File: src/rtl/mac_pkg.sv
// mac_pkg: shared defaults, derived widths and state encoding for the MAC accumulate stage
//   DEF_M, DEF_N   : operand widths of the upstream multiplier
//   DEF_G          : guard bits above the product width
//   DEF_CNT_W      : term-counter width
//   PROD_W, ACC_W  : product and accumulator widths derived from the defaults
package mac_pkg;
    localparam int DEF_M     = 6;
    localparam int DEF_N     = 4;
    localparam int DEF_G     = 4;
    localparam int DEF_CNT_W = 8;
    localparam int PROD_W    = DEF_M + DEF_N;
    localparam int ACC_W     = DEF_M + DEF_N + DEF_G;
    typedef enum logic {ACC, DONE} state_t;
endpackage

File: src/rtl/mac_accumulator_if.sv
// mac_accumulator_if: product input stream and frame result stream of the accumulate stage
//   in_valid/in_ready/in_prod/in_last          : product stream from the multiplier
//   out_valid/out_ready/out_sum/out_count/out_overflow : frame result stream
//   slave  : the accumulator side
//   master : the producer/consumer side (multiplier and downstream)
interface mac_accumulator_if
    import mac_pkg::*;
#(
    parameter int PW = PROD_W,
    parameter int AW = ACC_W,
    parameter int CW = DEF_CNT_W
);
    logic          in_valid;
    logic          in_ready;
    logic [PW-1:0] in_prod;
    logic          in_last;
    logic          out_valid;
    logic          out_ready;
    logic [AW-1:0] out_sum;
    logic [CW-1:0] out_count;
    logic          out_overflow;

    modport slave (
        input  in_valid, in_prod, in_last, out_ready,
        output in_ready, out_valid, out_sum, out_count, out_overflow
    );

    modport master (
        output in_valid, in_prod, in_last, out_ready,
        input  in_ready, out_valid, out_sum, out_count, out_overflow
    );
endinterface

File: src/rtl/mac_sat_adder.sv
// mac_sat_adder: unsigned saturating add of a product into an accumulator
//   acc  : current accumulator value (ACC_W bits)
//   prod : unsigned product, zero-extended to ACC_W (PROD_W bits)
//   sum  : acc + prod, clamped to all-ones on overflow
//   sat  : high when the clamp was applied
module mac_sat_adder
    import mac_pkg::*;
#(
    parameter int ACC_W  = mac_pkg::ACC_W,
    parameter int PROD_W = mac_pkg::PROD_W
) (
    input  logic [ACC_W-1:0]  acc,
    input  logic [PROD_W-1:0] prod,
    output logic [ACC_W-1:0]  sum,
    output logic              sat
);
    logic [ACC_W:0] full;

    // One extra bit catches the carry out of the accumulator width.
    assign full = {1'b0, acc} + {{(ACC_W + 1 - PROD_W){1'b0}}, prod};
    assign sat  = full[ACC_W];
    assign sum  = sat ? '1 : full[ACC_W-1:0];
endmodule

File: src/rtl/mac_accumulator.sv
// mac_accumulator: frame accumulator behind the M x N multiplier
//   clk   : clock, all state on rising edge
//   rst   : synchronous active-high reset
//   clear : synchronous abort of the partial sum or pending result
//   bus   : product input and frame result streams (slave side)
module mac_accumulator
    import mac_pkg::*;
#(
    parameter int M     = DEF_M,
    parameter int N     = DEF_N,
    parameter int G     = DEF_G,
    parameter int CNT_W = DEF_CNT_W
) (
    input  logic              clk,
    input  logic              rst,
    input  logic              clear,
    mac_accumulator_if.slave  bus
);
    localparam int PW = M + N;
    localparam int AW = M + N + G;

    state_t           state, state_n;
    logic [AW-1:0]    acc, acc_n, sum_q;
    logic [CNT_W-1:0] cnt, cnt_n, count_q;
    logic             ovf, ovf_n, ovf_q, sat, take;

    mac_sat_adder #(.ACC_W(AW), .PROD_W(PW)) u_add (
        .acc  (acc),
        .prod (bus.in_prod),
        .sum  (acc_n),
        .sat  (sat)
    );

    // Handshake flags decode state only, so no input reaches them combinationally.
    assign bus.in_ready     = state == ACC;
    assign bus.out_valid    = state == DONE;
    assign bus.out_sum      = sum_q;
    assign bus.out_count    = count_q;
    assign bus.out_overflow = ovf_q;

    assign take  = bus.in_ready && bus.in_valid;
    assign ovf_n = ovf || sat;
    assign cnt_n = &cnt ? cnt : cnt + 1'b1;

    always_comb begin
        state_n = clear ? ACC
                : state == ACC ? ((take && bus.in_last) ? DONE : ACC)
                : (bus.out_ready ? ACC : DONE);
    end

    always_ff @(posedge clk) begin
        if (rst) begin
            state   <= ACC;
            acc     <= '0;
            cnt     <= '0;
            ovf     <= 1'b0;
            sum_q   <= '0;
            count_q <= '0;
            ovf_q   <= 1'b0;
        end else begin
            state <= state_n;
            if (clear) begin
                acc <= '0;
                cnt <= '0;
                ovf <= 1'b0;
            end else if (take && bus.in_last) begin
                // Publish the frame and restart the running sum for the next one.
                sum_q   <= acc_n;
                count_q <= cnt_n;
                ovf_q   <= ovf_n;
                acc     <= '0;
                cnt     <= '0;
                ovf     <= 1'b0;
            end else if (take) begin
                acc <= acc_n;
                cnt <= cnt_n;
                ovf <= ovf_n;
            end
        end
    end
endmodule
File: src/flat_wrapper.sv
// flat-port wrapper written by rule: the top's interface ports become plain ports
module mac_accumulator_flat import mac_pkg::*;
#(
    parameter int M     = DEF_M,
    parameter int N     = DEF_N,
    parameter int G     = DEF_G,
    parameter int CNT_W = DEF_CNT_W
)
  (clk, rst, clear, bus_in_valid, bus_in_prod, bus_in_last, bus_out_ready, bus_in_ready, bus_out_valid, bus_out_sum, bus_out_count, bus_out_overflow);
  mac_accumulator_if bus_i ();
  input  logic clk;
  input  logic rst;
  input  logic clear;
  input wire logic [$bits(bus_i.in_valid)-1:0] bus_in_valid;
  input wire logic [$bits(bus_i.in_prod)-1:0] bus_in_prod;
  input wire logic [$bits(bus_i.in_last)-1:0] bus_in_last;
  input wire logic [$bits(bus_i.out_ready)-1:0] bus_out_ready;
  output wire logic [$bits(bus_i.in_ready)-1:0] bus_in_ready;
  output wire logic [$bits(bus_i.out_valid)-1:0] bus_out_valid;
  output wire logic [$bits(bus_i.out_sum)-1:0] bus_out_sum;
  output wire logic [$bits(bus_i.out_count)-1:0] bus_out_count;
  output wire logic [$bits(bus_i.out_overflow)-1:0] bus_out_overflow;
  assign bus_i.in_valid = bus_in_valid;
  assign bus_i.in_prod = bus_in_prod;
  assign bus_i.in_last = bus_in_last;
  assign bus_i.out_ready = bus_out_ready;
  assign bus_in_ready = bus_i.in_ready;
  assign bus_out_valid = bus_i.out_valid;
  assign bus_out_sum = bus_i.out_sum;
  assign bus_out_count = bus_i.out_count;
  assign bus_out_overflow = bus_i.out_overflow;
  mac_accumulator #(.M(M), .N(N), .G(G), .CNT_W(CNT_W)) u_core (.clk(clk), .rst(rst), .clear(clear), .bus(bus_i));
endmodule
File: config.mk
export PLATFORM = sky130hd
export DESIGN_NAME = mac_accumulator_flat
export DESIGN_NICKNAME = d
export VERILOG_FILES = /design/src/rtl/mac_pkg.sv /design/src/rtl/mac_accumulator_if.sv /design/src/rtl/mac_sat_adder.sv /design/src/rtl/mac_accumulator.sv /design/src/flat_wrapper.sv
export SDC_FILE = /design/constraint.sdc
export NUM_CORES = 1
export LEC_CHECK = 0
export CAP_MARGIN = 15
export CORE_MARGIN = 5
export CORE_UTILIZATION = 50
export DETAILED_ROUTE_END_ITERATION = 8
export PLACE_DENSITY = 0.76
export SYNTH_ARGS = -nofsm -noshare
export SYNTH_HDL_FRONTEND = slang
export SYNTH_SLANG_ARGS = --single-unit
File: constraint.sdc
create_clock -name clk -period 4.1 [get_ports clk]
set_input_delay 0.82 -clock clk [delete_from_list [all_inputs] [get_ports clk]]
set_output_delay 0.82 -clock clk [all_outputs]
set_load 0.01 [all_outputs]
[After elaboration in Yosys (flattened, before gate mapping)]
Index checks and enable logic that the tools add are counted.
Storage, ports and cells
  output and inout bits: 25
  register bits after elaboration: 47
  logic and storage cells: 23
  input port bits: 16
Cells by class
  add/sub/neg operators: 2
  bitwise gates (word level): 2
  reduce and logical (&&, ||, !) cells: 7
  multiplexer cells: 5
Operator list (number)
  14-bit by 10-bit adder with 15-bit output: 1
  14-bit two-way mux: 1
  8-bit by 1-bit adder with 8-bit output, second input constant: 1
  8-bit two-way mux: 1
  8-bit AND reduction: 1
  1-bit two-way mux: 3
  3-bit OR reduction: 1
  1-bit logical AND: 2
  1-bit inverter: 2
  2-bit AND reduction: 1
  2-bit OR reduction: 1
  1-bit logical OR: 1

[Longest topological paths before layout]
  depth after elaboration: 5
  mapped depth: 9
  depth with buffers taken out: 8

[By module]
A second synthesis with hierarchy kept.
Second synthesis, totals
  cell total of the unflattened synthesis: 327
  area total of the unflattened synthesis: 2652.5 µm²
Modules (own cells, without submodules)
  mac_accumulator: sequential area each 940.9 µm², times used 1, area an instance 2019.4 µm², cells an instance 241
  mac_sat_adder: sequential area each 0.0 µm², times used 1, area an instance 633.1 µm², cells an instance 86

[Least setup slack after synthesis]
OpenSTA, ideal clock, no wires.
  path kind: input -> register
  start: input bus_in_prod[0]
  end: register u_core.sum_q[13] (netlist: u_core.bus.out_sum[13])
  data arrival time: 2.733 ns
  data required time: 3.983 ns
  library setup time: 0.117 ns
  path buffers: 0
  path slack: 1.250 ns
  stages on the path: 7
  cells stage by stage: ha_1 -> fa_1 -> a21o_1 -> a221oi_4 -> o31a_4 -> or3b_1 -> a32o_1
Between the ends
  word-level cells in the longest chain between the ends: 2
Ends and longest elaborated chain
  start, declared: line flat_wrapper.sv:15  | input wire logic [$bits(bus_i.in_prod)-1:0] bus_in_prod;
  14-bit by 10-bit adder with 15-bit output: line mac_sat_adder.sv:20  | assign full = {1'b0, acc} + {{(ACC_W + 1 - PROD_W){1'b0}}, prod};
  14-bit two-way mux: line mac_sat_adder.sv:22  | assign sum = sat ? '1 : full[ACC_W-1:0];
  end signal, assigned: line mac_accumulator.sv:68  | sum_q <= acc_n;
  end, declared: line mac_accumulator.sv:23  | logic [AW-1:0] acc, acc_n, sum_q;
No other way between the ends.
A chain may end at the register's enable or synchronous reset.

[Final worst setup path]
Ends and elaborated chain as after synthesis.

==> reports/metrics.yaml <==
synthesis:
  postSynthCellCount: 282
  yosysSeqAreaShare: 0.3856
  synth.cell_area_mm2: 0.002440
  synth-async-reset-ratio: 0
  yosys.cell_types.count: 50
  yosys_warning_count: 0
  syn_area_per_cell_um2: 8.652
  synth-seq-cells: 47
  number_of_flops_mapped_to_enable_cells_by_yosys: 0
  synth.net_count: 310
  synth_ff_type: "dfxtp_1"
sta:
  worst_clock_skew_ns: 0.007304
  tightest_slew_ns: 0.8658
  timing.slew.headroom: 0.4214
  finalSetupViolations: 0
  timing.final.crit_share: 0.7453
  setup_tns_ns: 0
  rsz0062_at_grt: "no"
  max_freq_mhz: 327.3
  finalHoldViolations: 0
  fin_crit_ns: 3.056
  slew_violations: 0
power_and_ir_drop:
  p_leak_nw: 1.116
  power.ir.vdd_worst_uv: 191.4
  pwr_density_cell_mw_per_mm2: 315.0
  share_comb_of_total_power: 0.166
  netSwitchingPower_mw: 0.2585
  switching_power_share_of_the_total: 0.2754
  seq_power_share: 0.510
  power.share.clock: 0.323
  intPower_mw: 0.6803
floorplan:
  die-height_um: 79.86
  io-pin-count: 41
  die_width_um: 79.86
  std_cell_rows: 25
  fp.coreArea_mm2: 0.004723
  die-area_mm2: 0.006377
  initial_utilization: 0.5166
run:
  maxCapViolCount: 0
layout:
  diodes: 0
  final_util: 0.6310
  drive_above_1_share: 0.08833
  final_nets: 344
  area_growth_syn_to_layout_pct: 22.15
  n_fill_cell: 423
global_route:
  maximum_number_of_pins_on_one_net_before_global_route_repair: 36
  antenna_found_initial: 0
  grt_overflow_total: 0
  grt_use_total: 0.1826
  grt_pass1_wl_mm: 9.370
  grt_pass1_vias: 2035
detailed_routing:
  detailedRoute.firstPassIterationCount: 4
  antenna_violating_nets_post_route: 0
  post_drt_via_cell_ratio: 5.469
  detailedRoute.firstIterationViolations: 118
  drt-total-wl_mm: 5.442
  drt_drc_violations_left: 0
  via_count: 2100
  wl_per_cell_um: 14.17
worst_hold_path:
  min-delay-path-class: "reg -> reg"
setup_path:
  delay_heaviest_family_cp: "compound AO/OA/AOI/OAI gates"
  worstPathRequired_ns: 4.30
  crit_type: "in -> reg"
  worst_path_max_delay_cell: "clkdlybuf4s50_1"
  max_stage_delay_ns: 0.41
  cp_cell_sequence: "clkdlybuf4s50_1 -> ha_1 -> fa_1 -> a21o_1 -> a221oi_4 -> o31a_4 -> or3b_1 -> a32o_1"
  timing.critical_path.buf_inv: 1
  critPathLaunchType: "input port"
  kind_of_end_point_of_the_critical_path: "flip-flop"
  worst_path_max_fanout: 7
  critPathArrivalTime_ns: 3.26
clock_tree:
  ctsResizeCount: 0
  cts_tree: "built"
  clock_sinks: 47
  clock_insertion_delay_worst_skew_ns: 0.31
  tritoncts.num_buffers: 5
  clk_pin_slew_worst_paths_ns: 0.09
  cts_max_level: 2
  cts_buffer_depth: 2
  post-cts-setup-buffer-count: 0
  cts.hold.buffers_added: 0
  clock_tree.root_cell: "clkbuf_8"
placed_design:
  gp_congestion: 0.8056
  dp_hpwl_mm: 3.718
  place.port_buffers: 40
run_status:
  run_status: "completed"
-- placed cells by master, fill, tap and decap left out, types with 2 or more instances in the layout --
master,synthesis,final
xor2_1,6,6
a311oi_1,3,3
mux2_2,3,3
and2_1,2,2
clkdlybuf4s50_1,0,40
mux2i_1,3,3
a21oi_1,14,14
a211oi_1,25,25
nand2_1,19,19
o211ai_1,2,2
inv_1,4,4
ha_1,11,11
buf_4,0,3
a21o_1,6,6
and3_1,4,4
nor2_1,58,57
xnor2_1,8,8
clkbuf_8,0,6
nor3_1,10,10
dfxtp_1,47,47
nand3_1,5,5
o21ai_0,5,5
o21bai_1,3,3
o21a_1,2,2
-- cell usage after synthesis (2+ instances only) --
cell type  count  area share
mux2_2         3       0.014
and2_1         2      0.0051
ha_1          11       0.056
a21oi_1       14       0.029
dfxtp_1       47        0.39
inv_1          4      0.0062
nand3_1        5       0.010
mux2i_1        3       0.012
a211oi_1      25       0.077
o21a_1         2      0.0062
a311oi_1       3       0.011
nor2_1        58       0.089
xor2_1         6       0.022
nor3_1        10       0.021
buf_2          5       0.010
and3_1         4       0.010
a21o_1         6       0.018
o211ai_1       2      0.0062
clkbuf_1      10       0.015
xnor2_1        8       0.029
o21bai_1       3      0.0092
o21ai_0        5       0.010
nand2_1       19       0.029
-- logic make-up after synthesis --
logic type	Yosys count	share of synthesized area
flip-flops	47	0.3856
AND/OR/NAND/NOR	110	0.2062
adder cells (fa/ha/maj)	12	0.06461
buffers and inverters	20	0.03384
AO/OA/AOI/OAI	73	0.2333
XOR/XNOR	14	0.05026
multiplexers	6	0.02615
-- routing by layer --
layer | vias up | track usage | share of wire | wire length [µm]
met4 | 0 | 0.05068 | 0.012 | 68
met2 | 38 | 0.3038 | 0.47 | 2538
li1 | 1081 | - | - | -
met3 | 7 | 0.03725 | 0.045 | 243
met5 | - | 0 | 0 | 0
met1 | 974 | 0.2394 | 0.48 | 2592
-- per-stage QoR --
stage | cell area, µm² | hold slack [ns] | cells | setup WS, ns | power [mW]
2_1_floorplan | 2440 | 0.4382 | 282 | 1.250 | 0.5893
3_3_place_gp | 2882 | 0.4441 | 376 | 0.7706 | 0.6434
3_5_place_dp | 2882 | 0.4509 | 376 | 0.7359 | 0.6455
4_1_cts | 2980 | 0.4672 | 384 | 1.049 | 0.9446
5_1_grt | 2980 | 0.4890 | 384 | 0.9500 | 0.9862
6_report | 2980 | 0.4631 | 384 | 1.044 | 0.9387
-- worst register-to-register path, stage by stage (launching register included) --
cell	delay, ns
dfxtp_1	0.32
ha_1	0.22
fa_1	0.41
a21o_1	0.25
a221oi_4	0.33
o31a_4	0.20
or3b_1	0.34
a32o_1	0.25
-- power groups by stage --
stage                     clock, mW  sequential, mW  combinational, mW
after floorplan                   0           0.493             0.0966
after global placement            0           0.489              0.154
after detailed placement          0           0.490              0.155
after CTS                     0.308           0.479              0.157
after global routing          0.331           0.482              0.173
final                         0.303           0.479              0.156
-- registers in the layout, summed over array words and instances, names as in the netlist --
name / count
u_core.acc: 14
u_core.bus.out_count: 8
u_core.bus.out_overflow: 1
u_core.bus.out_sum: 14
u_core.bus.out_valid: 1
u_core.cnt: 8
u_core.ovf: 1
-- worst paths after layout --
| path | to | slack, ns | from | cells past startpoint |
|---|---|---|---|---|
| max reg2reg | u_core.bus.out_sum[13] | 1.67 | u_core.acc[0] | 7 |
| min reg2reg | u_core.bus.out_count[2] | 0.46 | u_core.bus.out_count[2] | 2 |
| max | u_core.bus.out_sum[13] | 1.04 | bus_in_prod[0] | 8 |
| min | u_core.bus.out_count[2] | 0.46 | u_core.bus.out_count[2] | 2 |
-- cell type report --
class	instances	area [µm²]	share of cell area
Inverter	4	15.01	0.005038
Multi-Input combinational cell	215	1419	0.4761
Timing Repair Buffer	43	422.9	0.1419
Clock buffer	6	82.58	0.02771
Tap cell	67	83.83	0.02813
Sequential cell	47	940.9	0.3157
Clock inverter	2	16.27	0.005458
No activity file was read; power rests on OpenSTA's default activity.
